`src/rtl/synth_pkg.sv`:
```
// Shared definitions for the PS/2 key event controller: scan codes, parser
// states, note index type and small decode helpers.
package synth_pkg;

  // Prefix bytes
  localparam logic [7:0] SC_BRK = 8'hF0;
  localparam logic [7:0] SC_EXT = 8'hE0;

  // Note keys, ascending note index 0 (C) .. 11 (B)
  localparam logic [7:0] SC_N0  = 8'h1C;
  localparam logic [7:0] SC_N1  = 8'h1D;
  localparam logic [7:0] SC_N2  = 8'h1B;
  localparam logic [7:0] SC_N3  = 8'h24;
  localparam logic [7:0] SC_N4  = 8'h23;
  localparam logic [7:0] SC_N5  = 8'h2B;
  localparam logic [7:0] SC_N6  = 8'h2C;
  localparam logic [7:0] SC_N7  = 8'h34;
  localparam logic [7:0] SC_N8  = 8'h35;
  localparam logic [7:0] SC_N9  = 8'h33;
  localparam logic [7:0] SC_N10 = 8'h3C;
  localparam logic [7:0] SC_N11 = 8'h3B;

  // Control keys
  localparam logic [7:0] SC_OCT_DN = 8'h1A;
  localparam logic [7:0] SC_OCT_UP = 8'h22;
  localparam logic [7:0] SC_AMP_DN = 8'h16;
  localparam logic [7:0] SC_AMP_UP = 8'h1E;

  localparam int unsigned NumNotes = 12;

  typedef logic [3:0] note_idx_t;

  typedef enum logic [1:0] {
    StIdle   = 2'd0,
    StBrk    = 2'd1,
    StExt    = 2'd2,
    StExtBrk = 2'd3
  } parse_state_e;

  // Index into the private control held-flag vector
  typedef enum logic [1:0] {
    CtrlOctDn = 2'd0,
    CtrlOctUp = 2'd1,
    CtrlAmpDn = 2'd2,
    CtrlAmpUp = 2'd3
  } ctrl_e;

  typedef struct packed {
    logic      valid;
    note_idx_t idx;
  } note_dec_t;

  typedef struct packed {
    logic  valid;
    ctrl_e code;
  } ctrl_dec_t;

  function automatic note_dec_t note_decode(input logic [7:0] b);
    note_dec_t d;
    d.valid = 1'b1;
    d.idx   = 4'd0;
    case (b)
      SC_N0:   d.idx = 4'd0;
      SC_N1:   d.idx = 4'd1;
      SC_N2:   d.idx = 4'd2;
      SC_N3:   d.idx = 4'd3;
      SC_N4:   d.idx = 4'd4;
      SC_N5:   d.idx = 4'd5;
      SC_N6:   d.idx = 4'd6;
      SC_N7:   d.idx = 4'd7;
      SC_N8:   d.idx = 4'd8;
      SC_N9:   d.idx = 4'd9;
      SC_N10:  d.idx = 4'd10;
      SC_N11:  d.idx = 4'd11;
      default: d.valid = 1'b0;
    endcase
    return d;
  endfunction

  function automatic ctrl_dec_t ctrl_decode(input logic [7:0] b);
    ctrl_dec_t d;
    d.valid = 1'b1;
    d.code  = CtrlOctDn;
    case (b)
      SC_OCT_DN: d.code = CtrlOctDn;
      SC_OCT_UP: d.code = CtrlOctUp;
      SC_AMP_DN: d.code = CtrlAmpDn;
      SC_AMP_UP: d.code = CtrlAmpUp;
      default:   d.valid = 1'b0;
    endcase
    return d;
  endfunction

endpackage

```
`src/rtl/held_prio_enc.sv`:
```
// Highest-set-bit encoder over the 12 held-note flags.
module held_prio_enc
  import synth_pkg::*;
(
  input  logic [11:0] req_i,
  output note_idx_t   idx_o,
  output logic        valid_o
);

  // Ascending scan so the highest set bit wins
  always_comb begin
    idx_o   = 4'd0;
    valid_o = 1'b0;
    for (int i = 0; i < 12; i++) begin
      if (req_i[i]) begin
        idx_o   = note_idx_t'(i);
        valid_o = 1'b1;
      end
    end
  end

endmodule

```
`src/rtl/key_event_ctrl.sv`:
```
// PS/2 set-2 scan-code parser turning key make/break events into note,
// gate, note_on/note_off pulses and octave/amplitude steps.
module key_event_ctrl
  import synth_pkg::*;
#(
  parameter int unsigned OCT_DEFAULT = 4,
  parameter int unsigned AMP_DEFAULT = 4
) (
  input  logic        CLOCK_50,
  input  logic        resetn,
  input  logic        scan_valid,
  input  logic [7:0]  scan_byte,
  output logic [3:0]  note,
  output logic        gate,
  output logic        note_on,
  output logic        note_off,
  output logic [2:0]  octave,
  output logic [2:0]  amp,
  output logic [11:0] held
);

  parse_state_e state_q, state_d;
  note_idx_t    note_q, note_d;
  logic         gate_q, gate_d;
  logic         on_q, on_d;
  logic         off_q, off_d;
  logic [2:0]   oct_q, oct_d;
  logic [2:0]   amp_q, amp_d;
  logic [11:0]  held_q, held_d;
  logic [3:0]   ctrl_held_q, ctrl_held_d;

  note_dec_t  note_dec;
  ctrl_dec_t  ctrl_dec;
  logic [11:0] held_rem;
  note_idx_t  rem_idx;
  logic       rem_valid;

  assign note_dec = note_decode(scan_byte);
  assign ctrl_dec = ctrl_decode(scan_byte);

  // Held set as it would look after releasing the key in scan_byte
  assign held_rem = held_q & ~(12'b1 << note_dec.idx);

  held_prio_enc u_prio (
    .req_i   (held_rem),
    .idx_o   (rem_idx),
    .valid_o (rem_valid)
  );

  // Parser FSM plus make/break processing of the completing byte
  always_comb begin
    logic do_make;
    logic do_break;

    state_d     = state_q;
    note_d      = note_q;
    gate_d      = gate_q;
    on_d        = 1'b0;
    off_d       = 1'b0;
    oct_d       = oct_q;
    amp_d       = amp_q;
    held_d      = held_q;
    ctrl_held_d = ctrl_held_q;
    do_make     = 1'b0;
    do_break    = 1'b0;

    if (scan_valid) begin
      unique case (state_q)
        StIdle: begin
          if (scan_byte == SC_BRK)      state_d = StBrk;
          else if (scan_byte == SC_EXT) state_d = StExt;
          else                          do_make = 1'b1;
        end
        StBrk: begin
          do_break = 1'b1;
          state_d  = StIdle;
        end
        StExt: begin
          state_d = (scan_byte == SC_BRK) ? StExtBrk : StIdle;
        end
        StExtBrk: state_d = StIdle;
        default:  state_d = StIdle;
      endcase
    end

    if (do_make) begin
      if (note_dec.valid && !held_q[note_dec.idx]) begin
        held_d[note_dec.idx] = 1'b1;
        note_d = note_dec.idx;
        gate_d = 1'b1;
        on_d   = 1'b1;
      end else if (ctrl_dec.valid && !ctrl_held_q[ctrl_dec.code]) begin
        ctrl_held_d[ctrl_dec.code] = 1'b1;
        unique case (ctrl_dec.code)
          CtrlOctDn: if (oct_q != 3'd0) oct_d = oct_q - 3'd1;
          CtrlOctUp: if (oct_q != 3'd7) oct_d = oct_q + 3'd1;
          CtrlAmpDn: if (amp_q != 3'd0) amp_d = amp_q - 3'd1;
          CtrlAmpUp: if (amp_q != 3'd7) amp_d = amp_q + 3'd1;
          default: ;
        endcase
      end
    end

    if (do_break) begin
      if (note_dec.valid && held_q[note_dec.idx]) begin
        held_d = held_rem;
        if (rem_valid) begin
          // Only retarget when the sounding note was the one released
          if (note_dec.idx == note_q) begin
            note_d = rem_idx;
            on_d   = 1'b1;
          end
        end else begin
          gate_d = 1'b0;
          off_d  = 1'b1;
        end
      end else if (ctrl_dec.valid) begin
        ctrl_held_d[ctrl_dec.code] = 1'b0;
      end
    end
  end

  // State and output registers
  always_ff @(posedge CLOCK_50 or negedge resetn) begin
    if (!resetn) begin
      state_q     <= StIdle;
      note_q      <= 4'd0;
      gate_q      <= 1'b0;
      on_q        <= 1'b0;
      off_q       <= 1'b0;
      oct_q       <= 3'(OCT_DEFAULT);
      amp_q       <= 3'(AMP_DEFAULT);
      held_q      <= 12'd0;
      ctrl_held_q <= 4'd0;
    end else begin
      state_q     <= state_d;
      note_q      <= note_d;
      gate_q      <= gate_d;
      on_q        <= on_d;
      off_q       <= off_d;
      oct_q       <= oct_d;
      amp_q       <= amp_d;
      held_q      <= held_d;
      ctrl_held_q <= ctrl_held_d;
    end
  end

  assign note     = note_q;
  assign gate     = gate_q;
  assign note_on  = on_q;
  assign note_off = off_q;
  assign octave   = oct_q;
  assign amp      = amp_q;
  assign held     = held_q;

endmodule

```
`config.mk`:
```
export PLATFORM = sky130hd
export DESIGN_NAME = key_event_ctrl
export DESIGN_NICKNAME = d
export VERILOG_FILES = /design/src/rtl/synth_pkg.sv /design/src/rtl/held_prio_enc.sv /design/src/rtl/key_event_ctrl.sv
export SDC_FILE = /design/constraint.sdc
export NUM_CORES = 1
export LEC_CHECK = 0
export CAP_MARGIN = 30
export CORE_ASPECT_RATIO = 1.4
export CORE_MARGIN = 8
export CORE_UTILIZATION = 55
export DETAILED_ROUTE_END_ITERATION = 12
export GPL_TIMING_DRIVEN = 0
export MAX_ROUTING_LAYER = met4
export PLACE_DENSITY = 0.79
export REMOVE_ABC_BUFFERS = 1
export SYNTH_ARGS = -nofsm -noshare
export SYNTH_HDL_FRONTEND = slang
export SYNTH_SLANG_ARGS = --single-unit
export TNS_END_PERCENT = 30
```
`constraint.sdc`:
```
create_clock -name CLOCK_50 -period 4.3 [get_ports CLOCK_50]
set_clock_uncertainty 0.15 [all_clocks]
set_input_delay 0.86 -clock CLOCK_50 [delete_from_list [all_inputs] [get_ports CLOCK_50]]
set_output_delay 0.86 -clock CLOCK_50 [all_outputs]
set_load 0.01 [all_outputs]
```
* Word-level counts from Yosys, hierarchy flattened
Index checks and enable logic that the tools add are counted.
** Word-level totals
- Input bits :: 11
- Word-level logic and storage cells :: 157
- Output and inout bits :: 25
- Bits in registers :: 31
** Cells by class
- $add $sub $neg :: 4
- Multiplexer cells :: 81
- Equal/unequal tests :: 32
- Bitwise logic cells :: 7
- Reduce and logical (&&, ||, !) cells :: 19
- Shift operators :: 1
- $lt $le $gt $ge :: 4
** Operators with widths (count)
- $eq A8 B6 Y1 const B :: 10
- $mux W4 :: 16
- $eq A8 B5 Y1 const B :: 6
- $mux W12 :: 4
- $pmux W4 S11 :: 1
- $mux W1 :: 39
- $mux W3 :: 8
- $eq A8 B8 Y1 const B :: 2
- $and A12 B12 Y12 :: 1
- $not A12 Y12 :: 1
- $or A12 B12 Y12 :: 1
- $pmux W2 S3 :: 2
- $pmux W3 S2 :: 2
- $reduce_and A6 Y1 :: 2
- $reduce_or A12 Y1 :: 1
- $shl A1 B4 Y12 const A :: 1
- $mux W2 :: 5
- $ne A3 B3 Y1 const B :: 3
- $eq A2 B2 Y1 const B :: 4
- $ne A2 B2 Y1 const B :: 4
- $add A3 B1 Y3 const B :: 2
- $reduce_bool A3 Y1 :: 2
- $sub A3 B1 Y3 const B :: 2
- $logic_and A1 B1 Y1 :: 5
- 20 further kinds :: 24

* Longest topological paths before layout
Gate-level depths: netlist of run 1.
- Word-level depth :: 20
- Depth in mapped cells :: 13

* Cells and area by module
A second synthesis of run 1 with hierarchy kept.
** Unflattened totals
- Cell total of the unflattened synthesis :: 270
- Area total of the unflattened synthesis :: 2479.9 µm²
** By module, submodules not included
- key_event_ctrl :: cells an instance 250, area an instance 2373.5 µm², seq. area each 778.2 µm², instances 1
- held_prio_enc :: cells an instance 20, area an instance 106.4 µm², seq. area each 0.0 µm², instances 1

* Worst setup path before layout of run 1
Ideal clock, no wire load.
- Path type :: input to register
- Start point :: input port scan_byte[1]
- End point :: register note_q[0], in the netlist note[0]
- Setup slack :: 0.969 ns
- Data arrival time :: 3.056 ns
- Stages :: 10
- Library setup time :: 0.125 ns
- Path buffers :: 2
- Required time :: 4.025 ns
- Cell sequence :: buf_6 or4b_4 a211oi_2 or2_1 buf_6 o21ai_2 a311oi_4 a21o_1 nand4b_2 mux2_2
** Between the ends
- Word-level cells in the longest chain between the ends :: 20
- Elaborated cells between the ends (all ways) :: 59
** Ends and longest elaborated chain
- start, declared :: RTL line key_event_ctrl.sv:12 : input logic [7:0] scan_byte,
- $eq A8 B6 Y1 / $eq A8 B5 Y1 (equally long branches) :: RTL line synth_pkg.sv:62 : case (b)
- $pmux W4 S11 :: RTL line synth_pkg.sv:62
- $shl A1 B4 Y12 :: RTL line key_event_ctrl.sv:42 : assign held_rem = held_q & ~(12'b1 << note_dec.idx);
- $not A12 Y12 :: RTL line key_event_ctrl.sv:42
- $and A12 B12 Y12 :: RTL line key_event_ctrl.sv:42
- $mux W1 :: RTL line held_prio_enc.sv:15 : if (req_i[i]) begin
- $mux W2 / $mux W1 (equally long branches) (2 in series) :: RTL line held_prio_enc.sv:15
- $mux W3 / $mux W1 (equally long branches) (4 in series) :: RTL line held_prio_enc.sv:15
- $mux W4 / $mux W1 (equally long branches) (4 in series) :: RTL line held_prio_enc.sv:15
- $mux W4 / $mux W1 (equally long branches) :: RTL line key_event_ctrl.sv:109, held_prio_enc.sv:15
- $mux W4 :: RTL line key_event_ctrl.sv:107 : if (rem_valid) begin
- $mux W4 :: RTL line key_event_ctrl.sv:105 : if (note_dec.valid && held_q[note_dec.idx]) begin
- $mux W4 * :: RTL line key_event_ctrl.sv:104 : if (do_break) begin
- net note_d[0] :: RTL line key_event_ctrl.sv:23 : note_idx_t note_q, note_d;
- end signal, assigned :: RTL line key_event_ctrl.sv:137 : note_q <= note_d;
- end, declared :: RTL line key_event_ctrl.sv:23
The timed path passes the listed nets; every way through them passes the cells marked *. The select of a mux whose other input is x is not followed.
A chain may end at the register's enable or synchronous reset.

* Worst setup path in the final report of run 1
- Start point :: input port scan_byte[0]
- End point :: register note_q[0], in the netlist note[0]
Same word-level chain as after synthesis.

==> impl_results.md, run 1 <==
- Total grt overflow: 0
- Critical path arrival: about 4200 ps
- Maxcap violations: 0
- Initial antenna violation count: 0
- Clk_lat worst skew: 280 ps
- Initial DRC Count: roughly 130
- Num CTS Buffers: 5
- Final setup violation count: 0
- Syn Area/Cell: about 9.1 µm²
- Worst slew pin tran: around 700 ps
- Max frequency: roughly 240 MHz
- Root Buffer: clkbuf_8
- Total die area: between 6000 and 7000 µm²
- DP Worst Slack: -556 ps
- Ports: 36
- Die Ht: ~92 µm
- Sequential share of the synthesized area: 0.346
- Antenna diodes: 0
- Global-route wire length before repair: 9710 µm
- Fin crit period: 4140 ps
- Final worst path period share: 0.963
- Critical path endpoint category: register
- EDFF count, synth: 0
- Number of global-route vias before repair: approximately 2100
- H-tree levels: 2
- Die extent in x: around 70 µm
- Max_slew headroom: 0.530
- WP data required: 4320 ps
- Post-synth top flop: dfrtp_1
- Initial Util: 0.574
- Final Util: 0.688
- Post-route DRC: 0
- Worst-path maximum fanout: 16
- Post-route ant nets: 0
- Worst setup margin: roughly 160 ps
- GR Util All Layers: 0.187
- Last weighted congestion value of the routability-driven placer: ~0.9
- Port Buffer Count: 35
- Wire per inst: roughly 18 µm
- Area grow syn2layout: 19.9%
- Hold Vio Cnt, Final: 0
- Largest net degree at the start of global routing: 32
- Pwr Density: between 200 and 250 nW/µm²
- Core area: 3920 µm²
- Static leakage: approximately 0.0012 µW
- CTS tree: yes
- Number of detailed-route iterations in the first pass: 4
- WL final: 5670 µm
- Final Max Tran Viols: 0
- Layout cell share with drive strength beyond 1: 0.111
- Reg clk slew, reported paths: ~60 ps
- Site Rows: 27
- Vias: 2126
- Unrepaired setup endpoints after global routing: false
- Fin cells: between 300 and 400
- Mean number of vias per cell: between 6 and 7
- Post-DP HPWL: approximately 4300 µm
- Tot Pwr: slightly above 600 µW
- Worst ir drop on vdd: ~260 µV
- Cell area after layout: ~2700 µm²
- Syn Std Cell Area: about 2200 µm²
- Hold crit path type: register to register
- Status: finished, final reports clean
- Async SR Flop Fraction: 1.00
- Ys Warns: 0
- Placed cells: 314
- Maximum root-to-sink buffer count: 2
- Netlist cell types: 62
- Synth Register Bits: 31
- Clock sinks: 31
- Placed cell area: about 2600 µm²
- Crit start category: primary input
- Post-synthesis cell count: 248
- Post-CTS Setup Bufs: 0
- Crit Path Category: primary input to register
- Final #Nets: just under 300
metrics by stage:
| stage | TNS [ps] | hold WS, ps |
|---|---|---|
| after floorplan | 0 | 311 |
| after global placement | -2510 | 323 |
| after detailed placement | -2720 | 338 |
| after CTS | 0 | 352 |
| after global routing | 0 | 363 |
| final | 0 | 350 |
cells by family after synthesis:
logic type               Yosys count  synth area share
buffers and inverters             19            0.0412
AND/OR/NAND/NOR                  102             0.256
multiplexers                      13            0.0601
adder cells (fa/ha/maj)            2            0.0178
flip-flops                        31             0.346
AO/OA/AOI/OAI                     71             0.240
XOR/XNOR                          10            0.0389
critical path, cell delays in order:
cell and delay, ps:
clkdlybuf4s50_1 670, and4b_1 330, o211a_1 340, or2_4 350, and3_1 220, a311oi_4 350, a21o_2 390, nand4b_2 280
mux2_2 360
where the power goes:
group	switching, µW	total (µW)	internal (µW)
combinational	54.3	93.8	39.6
clock	106	219	113
sequential	6.92	306	299
path summary, 6_finish.rpt:
check / cells after the start / from / slack (ps) / to
min reg2reg: 1 / ctrl_held_q[1] / 350 / ctrl_held_q[1]
max reg2reg: 7 / held[2] / 1730 / note[0]
min: 1 / ctrl_held_q[1] / 350 / ctrl_held_q[1]
min in group asynchronous: 1 / resetn / 470 / held[7]
max in group asynchronous: 1 / resetn / 3080 / held[3]
max: 9 / scan_byte[0] / 160 / note[0]
cell type report:
class / count / area [µm²]
Multi-Input combinational cell: 198 / 1410
Fill cell: 336 / 1220
Sequential cell: 31 / 778
Timing Repair Buffer: 35 / 350
Clock buffer: 7 / 76.3
Tap cell: 43 / 53.8
Inverter: 7 / 26.3
Clock inverter: 1 / 5.00
synthesized netlist by cell type (3+ instances only):
master | number | area share
o22a_1 | 10 | 0.039
nor2b_1 | 6 | 0.017
a21o_1 | 3 | 0.010
xor2_1 | 4 | 0.016
and3_1 | 7 | 0.019
dfrtp_1 | 29 | 0.32
nand3_1 | 11 | 0.024
buf_2 | 4 | 0.0089
o32a_1 | 4 | 0.018
inv_1 | 7 | 0.012
mux2_2 | 4 | 0.020
a21oi_1 | 13 | 0.029
nor4b_1 | 3 | 0.012
mux2i_1 | 9 | 0.040
clkbuf_1 | 5 | 0.0083
xnor2_1 | 6 | 0.023
a31oi_1 | 5 | 0.014
o21ai_0 | 11 | 0.024
nor3_1 | 9 | 0.020
nand2_1 | 16 | 0.027
nor2_1 | 26 | 0.043
nand2b_1 | 3 | 0.0083
per-layer routing:
| metal | track usage | up-vias | part of all wire |
|---|---|---|---|
| met4 | 0.104 | 0 | 0.026 |
| li1 | - | 1004 | - |
| met2 | 0.328 | 69 | 0.53 |
| met3 | 0.0453 | 13 | 0.049 |
| met1 | 0.186 | 1040 | 0.39 |
| met5 | - | - | 0 |
timing repair:
| item | in CTS | in global routing |
|---|---|---|
| hold buffers | 0 | 0 |
| resized for setup | 3 | 6 |
| setup endpoints to repair | 4 | 1 |
cell usage in the layout, fill, tap and decap left out, types with 3 or more instances in the layout:
master,instances
clkdlybuf4s50_1,32
dfrtp_1,29
nor2_1,25
nand2_1,16
a21oi_1,13
nand3_1,11
o21ai_0,11
o22a_1,10
nor3_1,9
mux2i_1,9
and3_1,7
inv_1,7
xnor2_1,6
nor2b_1,5
a31oi_1,5
clkbuf_8,5
o32a_1,4
xor2_1,4
mux2_2,4
nand2b_1,3
flip-flops by register name (all words and copies together), names as in the netlist:
name / cells
held: 12
ctrl_held_q: 4
note: 4
amp: 3
octave: 3
state_q: 2
gate: 1
note_off: 1
note_on: 1
Power figures use the tool's default switching activity.
==> run 2, diff against run 1 <==
Settings changed: PLACE_DENSITY 0.79 to 0.78, SYNTH_HIERARCHICAL set to 1.
==> run 2 against run 1 <==
Sequential share of layout area decreased by 3.4 points. Register-to-register slack worse by 200 ps. Synthesized cell count grew 8.9%. Area after synthesis is 10% higher. Sequential power grew 6%. Non-clock buffer count increased by 13. Critical path type unchanged. Largest cell class unchanged. Largest power group unchanged.
==> impl_results.md, run 2 <==
- Status: finished, final reports clean
- Top cell type's share of synthesized area: 0.293 (-0.0299)
- Final setup violation count: 0 (unchanged)
- Site Rows: 29 (+7.4%)
- Final Max Tran Viols: 0 (unchanged)
- WL final: 6430 µm (+13%)
- Number of global-route vias before repair: 2208 (+7.4%)
- Post-DP HPWL: 4720 µm (+11%)
- Largest net degree at the start of global routing: 32 (unchanged)
- Max frequency: 240 MHz (-0.66%)
- Netlist cell types: 73 (+18%)
- Global-route wire length before repair: 10400 µm (+7.2%)
- EDFF count, synth: 0 (unchanged)
- Largest family of logic cells by synthesized area: simple AND/OR/NAND/NOR gates
- Cell area after layout: 3060 µm² (+13%)
- Post-synthesis cell count: 270 (+8.9%)
- Sequential share of the synthesized area: 0.314 (-0.0321)
- Post-synthesis compound-gate area fraction: 0.232 (-0.00762)
- Total die area: 6940 µm² (+8.1%)
- Hold crit path type: register to register
- Worst ir drop on vdd: 230 µV (-11%)
- Max_slew headroom: 0.362 (-0.168)
- Syn Std Cell Area: 2480 µm² (+10%)
- Synth Area in Simple Gates: 0.294 (+0.0372)
- Num CTS Buffers: 5 (unchanged)
- Ports: 36 (unchanged)
- Top-count cell post-synth: a21oi_1
- Critical path endpoint category: register
- Die Ht: 95.5 µm (+4.1%)
- WP data required: 4320 ps (about the same)
- Area contributors post-synth: dfrtp_1 (29%), a21oi_1 (6.9%), a2111oi_4 (3.3%)
- Placed cells: 354 (+13%)
- Antenna diodes: 0 (unchanged)
- H-tree levels: 2 (unchanged)
- Crit Path Category: primary input to register
- Commonest cells after routing, fill and taps aside: a21oi_1 (34), dfrtp_1 (29), clkdlybuf4s50_1 (26)
- Final Util: 0.690 (+0.00184)
- Ys Warns: 6 (+6)
- Synth Register Bits: 31 (unchanged)
- Async SR Flop Fraction: 1.00 (unchanged)
- Setup TNS: 0 ps (unchanged)
- Multiplexer share of the synthesized area: 0.0499 (-0.0101)
- Unrepaired setup endpoints after global routing: false
- Area leader, netlist: dfrtp_1
- Maxcap violations: 0 (unchanged)
- Reg clk slew, reported paths: 70 ps (about the same)
- Total grt overflow: 0 (unchanged)
- Post-synth top cells: a21oi_1 (34), dfrtp_1 (29), nor2_1 (22)
- Vias: 2312 (+8.7%)
- Fin crit period: 4170 ps (+27.7 ps)
- GR Util All Layers: 0.194 (+0.00665)
- Syn Area/Cell: 9.18 µm² (+1.3%)
- Layout cell share with drive strength beyond 1: 0.198 (+0.0870)
- Initial Util: 0.560 (-0.0139)
- Mean number of vias per cell: 6.17 (-6.6%)
- Hold Vio Cnt, Final: 0 (unchanged)
- Placed cell area: 2810 µm² (+8.8%)
- Crit start category: primary input
- Cts hold-fix bufs: 0 (unchanged)
- Synth Area in Adders: 0.0161 (-0.00165)
- Die extent in x: 72.8 µm (+3.9%)
- Static leakage: 0.00122 µW (+3.4%)
- Area grow syn2layout: 23.2%
- Maximum root-to-sink buffer count: 2 (unchanged)
- Number of detailed-route iterations in the first pass: 4 (unchanged)
- Clk_lat worst skew: 290 ps (about the same)
- Fin cells: 375 (+16%)
- CTS tree: yes
- Synth Area in XOR/XNOR: 0.0388 (-0.0000825)
- Final #Nets: 325 (+12%)
- Critical path arrival: 4190 ps (+30 ps)
- Port Buffer Count: 35 (unchanged)
- Worst-path maximum fanout: 11 (-5)
- Root Buffer: clkbuf_8
- Clock sinks: 31 (unchanged)
- Pwr Density: 257 nW/µm² (+12%)
- Core area: 4430 µm² (+13%)
- Post-synth top flop: dfrtp_1
- Worst slew pin tran: 955 ps (+251 ps)
- Post-route DRC: 0 (unchanged)
- Final worst path period share: 0.970 (+0.00644)
- Last weighted congestion value of the routability-driven placer: 0.952 (+7.8%)
- Post-route ant nets: 0 (unchanged)
- Wire per inst: 17.2 µm (-2.6%)
- Initial antenna violation count: 0 (unchanged)
- Initial DRC Count: 178 (+41%)
- Commonest non-fill, non-tap cell in the layout: a21oi_1
- Number of flip-flops in the largest register: 12 (unchanged)
## run 2: worst paths after layout
path	from	slack [ps]	endpoint	cells after the start
setup / recovery	scan_byte[5]	130	note[3]	14
hold / removal	amp[2]	360	amp[2]	1
setup reg to reg	held[10]	1530	held[2]	7
hold reg to reg	amp[2]	360	amp[2]	1
max in group asynchronous	resetn	3080	ctrl_held_q[2]	1
min in group asynchronous	resetn	470	note_on	1
## run 2: final cells by class
cell class | instances | area [µm²]
inverter | 12 | 45.0
multi-input combinational | 214 | 1590
fill | 354 | 1370
clock inverter | 2 | 35.0
timing repair buffer | 48 | 445
clock buffer | 6 | 82.6
sequential | 31 | 778
tap | 62 | 77.6
## run 2: per-stage QoR
step,total power [µW],hold slack (ps),setup WS [ps]
detailed placement,485,352,-639
CTS,784,362,38.3
global placement,482,346,-626
finish,784,357,130
global route,813,370,17.5
floorplan,412,326,543
## run 2: timing repair
item                                   in CTS  in global routing
setup endpoints to repair                   5                  4
pin swaps                                   3                  3
setup buffers                               3                 10
endpoints found under the hold margin       0                  0
gates resized for setup                    15                  4
## run 2: routing by layer
| metal | wire length (µm) | GRT usage |
|---|---|---|
| met1 | 2460 | 0.201 |
| met2 | 3560 | 0.347 |
| met3 | 260 | 0.0326 |
| met4 | 158 | 0.0905 |
| met5 | 0 | - |
## run 2: worst max-delay path: stages
cell and delay, ps:
dlygate4sd2_1 440, or3b_4 500, buf_4 160, a21oi_1 110, nand2_1 100, and2_1 230, nor2b_1 200, nor4_1 80
nand4_1 160, nand2_1 60, or4_1 460, a2111oi_4 280, buf_4 200, mux2_2 330
## run 2: logic make-up (layout without fill, tap and decap cells)
group                    after synthesis  count (layout)
adder cells (fa/ha/maj)                2               2
XOR/XNOR                              11              11
AND/OR/NAND/NOR                      114             114
multiplexers                          11              11
buffers and inverters                 25              68
flip-flops                            31              31
AO/OA/AOI/OAI                         76              76
## run 2: power by group
part	total (µW)	internal, µW	leakage (µW)	switching, µW
clock network	300	187	0.0000612	113
logic	161	77.8	0.000746	83.4
registers	323	309	0.000414	14.1
==> run 3, diff against run 2 <==
Settings changed: SETUP_SLACK_MARGIN set to 0.15.
==> run 3 against run 2 <==
Clock-buffer cell count stayed put. Global-route usage rose by 0.65 points. Clock power barely moved. Via count about the same. Final area down 1.2%. Final cell count is 1.1% lower. Sequential power barely moved. Critical endpoint is now note[2]. Largest cell class unchanged.
==> impl_results.md, run 3 (synthesis gave the netlist of run 2 again) <==
- Status: finished, final reports clean
- Post-route ant nets: 0 (unchanged)
- Clock sinks: 31 (unchanged)
- Final worst path period share: 0.927 (-0.0424)
- Setup TNS: 0 ps (unchanged)
- Mean number of vias per cell: 6.23 (+1.1%)
- Crit start category: primary input
- Global-route wire length before repair: 10800 µm (+3.6%)
- DP Worst Slack: -639 ps (unchanged)
- Commonest non-fill, non-tap cell in the layout: a21oi_1
- Reg clk slew, reported paths: 70 ps (about the same)
- Num CTS Buffers: 5 (unchanged)
- Crit Path Category: primary input to register
- Final setup violation count: 0 (unchanged)
- GR Util All Layers: 0.201 (+0.00648)
- Fin cells: 371 (-1.1%)
- Vias: 2313 (+0.043%)
- Critical path arrival: 4010 ps (-180 ps)
- Hold crit path type: register to register
- Worst ir drop on vdd: 230 µV (about the same)
- Root Buffer: clkbuf_8
- Port Buffer Count: 35 (unchanged)
- Antenna diodes: 0 (unchanged)
- WL final: 6520 µm (+1.4%)
- Die extent in x: 72.8 µm (unchanged)
- Area grow syn2layout: 21.7%
- Number of flip-flops in the largest register: 12 (unchanged)
- Die Ht: 95.5 µm (unchanged)
- CTS tree: yes
- Cts hold-fix bufs: 0 (unchanged)
- Int Power: 574 µW (about the same)
- Worst-path maximum fanout: 18 (+7)
- Number of global-route vias before repair: 2271 (+2.9%)
- Critical path endpoint category: register
- Largest net degree at the start of global routing: 32 (unchanged)
- Commonest cells after routing, fill and taps aside: a21oi_1 (34), dfrtp_1 (29), clkdlybuf4s50_1 (26)
- Pwr Density: 260 nW/µm² (+1.5%)
- Static leakage: 0.00118 µW (-2.9%)
- Total grt overflow: 0 (unchanged)
- Core area: 4430 µm² (unchanged)
- Last weighted congestion value of the routability-driven placer: 0.952 (unchanged)
- Comb pwr share: 0.206 (about the same)
- Unrepaired setup endpoints after global routing: false
- Clk pwr share: 0.383 (about the same)
- Number of detailed-route iterations in the first pass: 4 (unchanged)
- Final #Nets: 321 (-1.2%)
- Maximum root-to-sink buffer count: 2 (unchanged)
- WP data required: 4320 ps (about the same)
- Initial antenna violation count: 0 (unchanged)
- Total die area: 6940 µm² (unchanged)
- Hold Vio Cnt, Final: 0 (unchanged)
- Fin crit period: 3990 ps (-182 ps)
- Ports: 36 (unchanged)
- Switching power: 212 µW (+0.92%)
- Layout cell share with drive strength beyond 1: 0.207 (+0.00904)
- Worst slew pin tran: 924 ps (-31.7 ps)
- Post-DP HPWL: 4720 µm (unchanged)
- Placed cells: 354 (unchanged)
- Clk_lat worst skew: 290 ps (about the same)
- Register share of total power: 0.411 (about the same)
- Max frequency: 251 MHz (+4.6%)
- Placed cell area: 2810 µm² (unchanged)
- Cell area after layout: 3020 µm² (-1.2%)
- Initial DRC Count: 224 (+26%)
- Initial Util: 0.560 (unchanged)
- Worst setup margin: 313 ps (+182 ps)
- Post-route DRC: 0 (unchanged)
- Maxcap violations: 0 (unchanged)
- Final Max Tran Viols: 0 (unchanged)
- Wire per inst: 17.6 µm (+2.5%)
- Max_slew headroom: 0.383 (+0.0212)
- H-tree levels: 2 (unchanged)
- Site Rows: 29 (unchanged)
- Switch share: 0.270 (+0.00187)
- Worst hold slack: 357 ps (-0.0530 ps)
run 3: cell types whose count changed in the layout (fill, tap and decap cells not counted), moves of 2 or more:
| cell | delta |
|---|---|
| buf_4 | -5 |
| dlygate4sd2_1 | -2 |
| dlymetal6s2s_1 | -2 |
| clkbuf_2 | +4 |
run 3: worst max-delay path, cell delays in order:
cell	delay, ps
clkdlybuf4s15_2	350
and3b_4	300
and4_4	230
or3_4	420
nor3_2	280
nor2b_1	120
nor4_2	400
nand4_1	240
nand2_1	100
or4_1	150
a2111oi_4	50
buf_4	190
mux2_1	300
run 3: per-stage QoR:
stage	power (µW)	util
after floorplan	412	-
after global placement	482	0.636
after detailed placement	485	0.635
after CTS	788	0.683
after global routing	813	0.682
final	786	0.682
run 3: layout make-up:
| cell class | count | area (µm²) |
|---|---|---|
| Clock buffer | 6 | 82.6 |
| Clock inverter | 2 | 35.0 |
| Fill cell | 357 | 1410 |
| Inverter | 12 | 45.0 |
| Multi-Input combinational cell | 214 | 1600 |
| Sequential cell | 31 | 778 |
| Tap cell | 62 | 77.6 |
| Timing Repair Buffer | 44 | 399 |
run 3: worst paths after layout:
path,start,to,slack (ps),cells after the start
worst min-delay path,amp[2],amp[2],360,1
min in group asynchronous,resetn,held[9],460,1
worst max register to register,held[10],held[2],1570,7
max in group asynchronous,resetn,ctrl_held_q[2],3080,1
worst max-delay path,scan_byte[4],note[2],310,13
worst min register to register,amp[2],amp[2],360,1
run 3: routing by layer:
metal	up-vias	share of wire	global-route usage
li1	1082	-	-
met5	-	0	-
met2	92	0.54	0.365
met4	0	0.039	0.0888
met1	1111	0.37	0.204
met3	28	0.050	0.0326
run 3: power groups by stage:
stage / combinational, µW / sequential [µW] / clock [µW]
6_report: 162 / 323 / 301
5_1_grt: 174 / 326 / 313
4_1_cts: 161 / 323 / 304
3_5_place_dp: 156 / 328 / 0
3_3_place_gp: 155 / 328 / 0
2_1_floorplan: 78.3 / 334 / 0
run 3: what timing repair did:
| item | CTS | global route |
|---|---|---|
| endpoints found under the setup margin | 19 | 5 |
| resized for setup | 18 | 13 |
| pin swaps | 4 | 1 |
| buffers inserted | 9 | 0 |
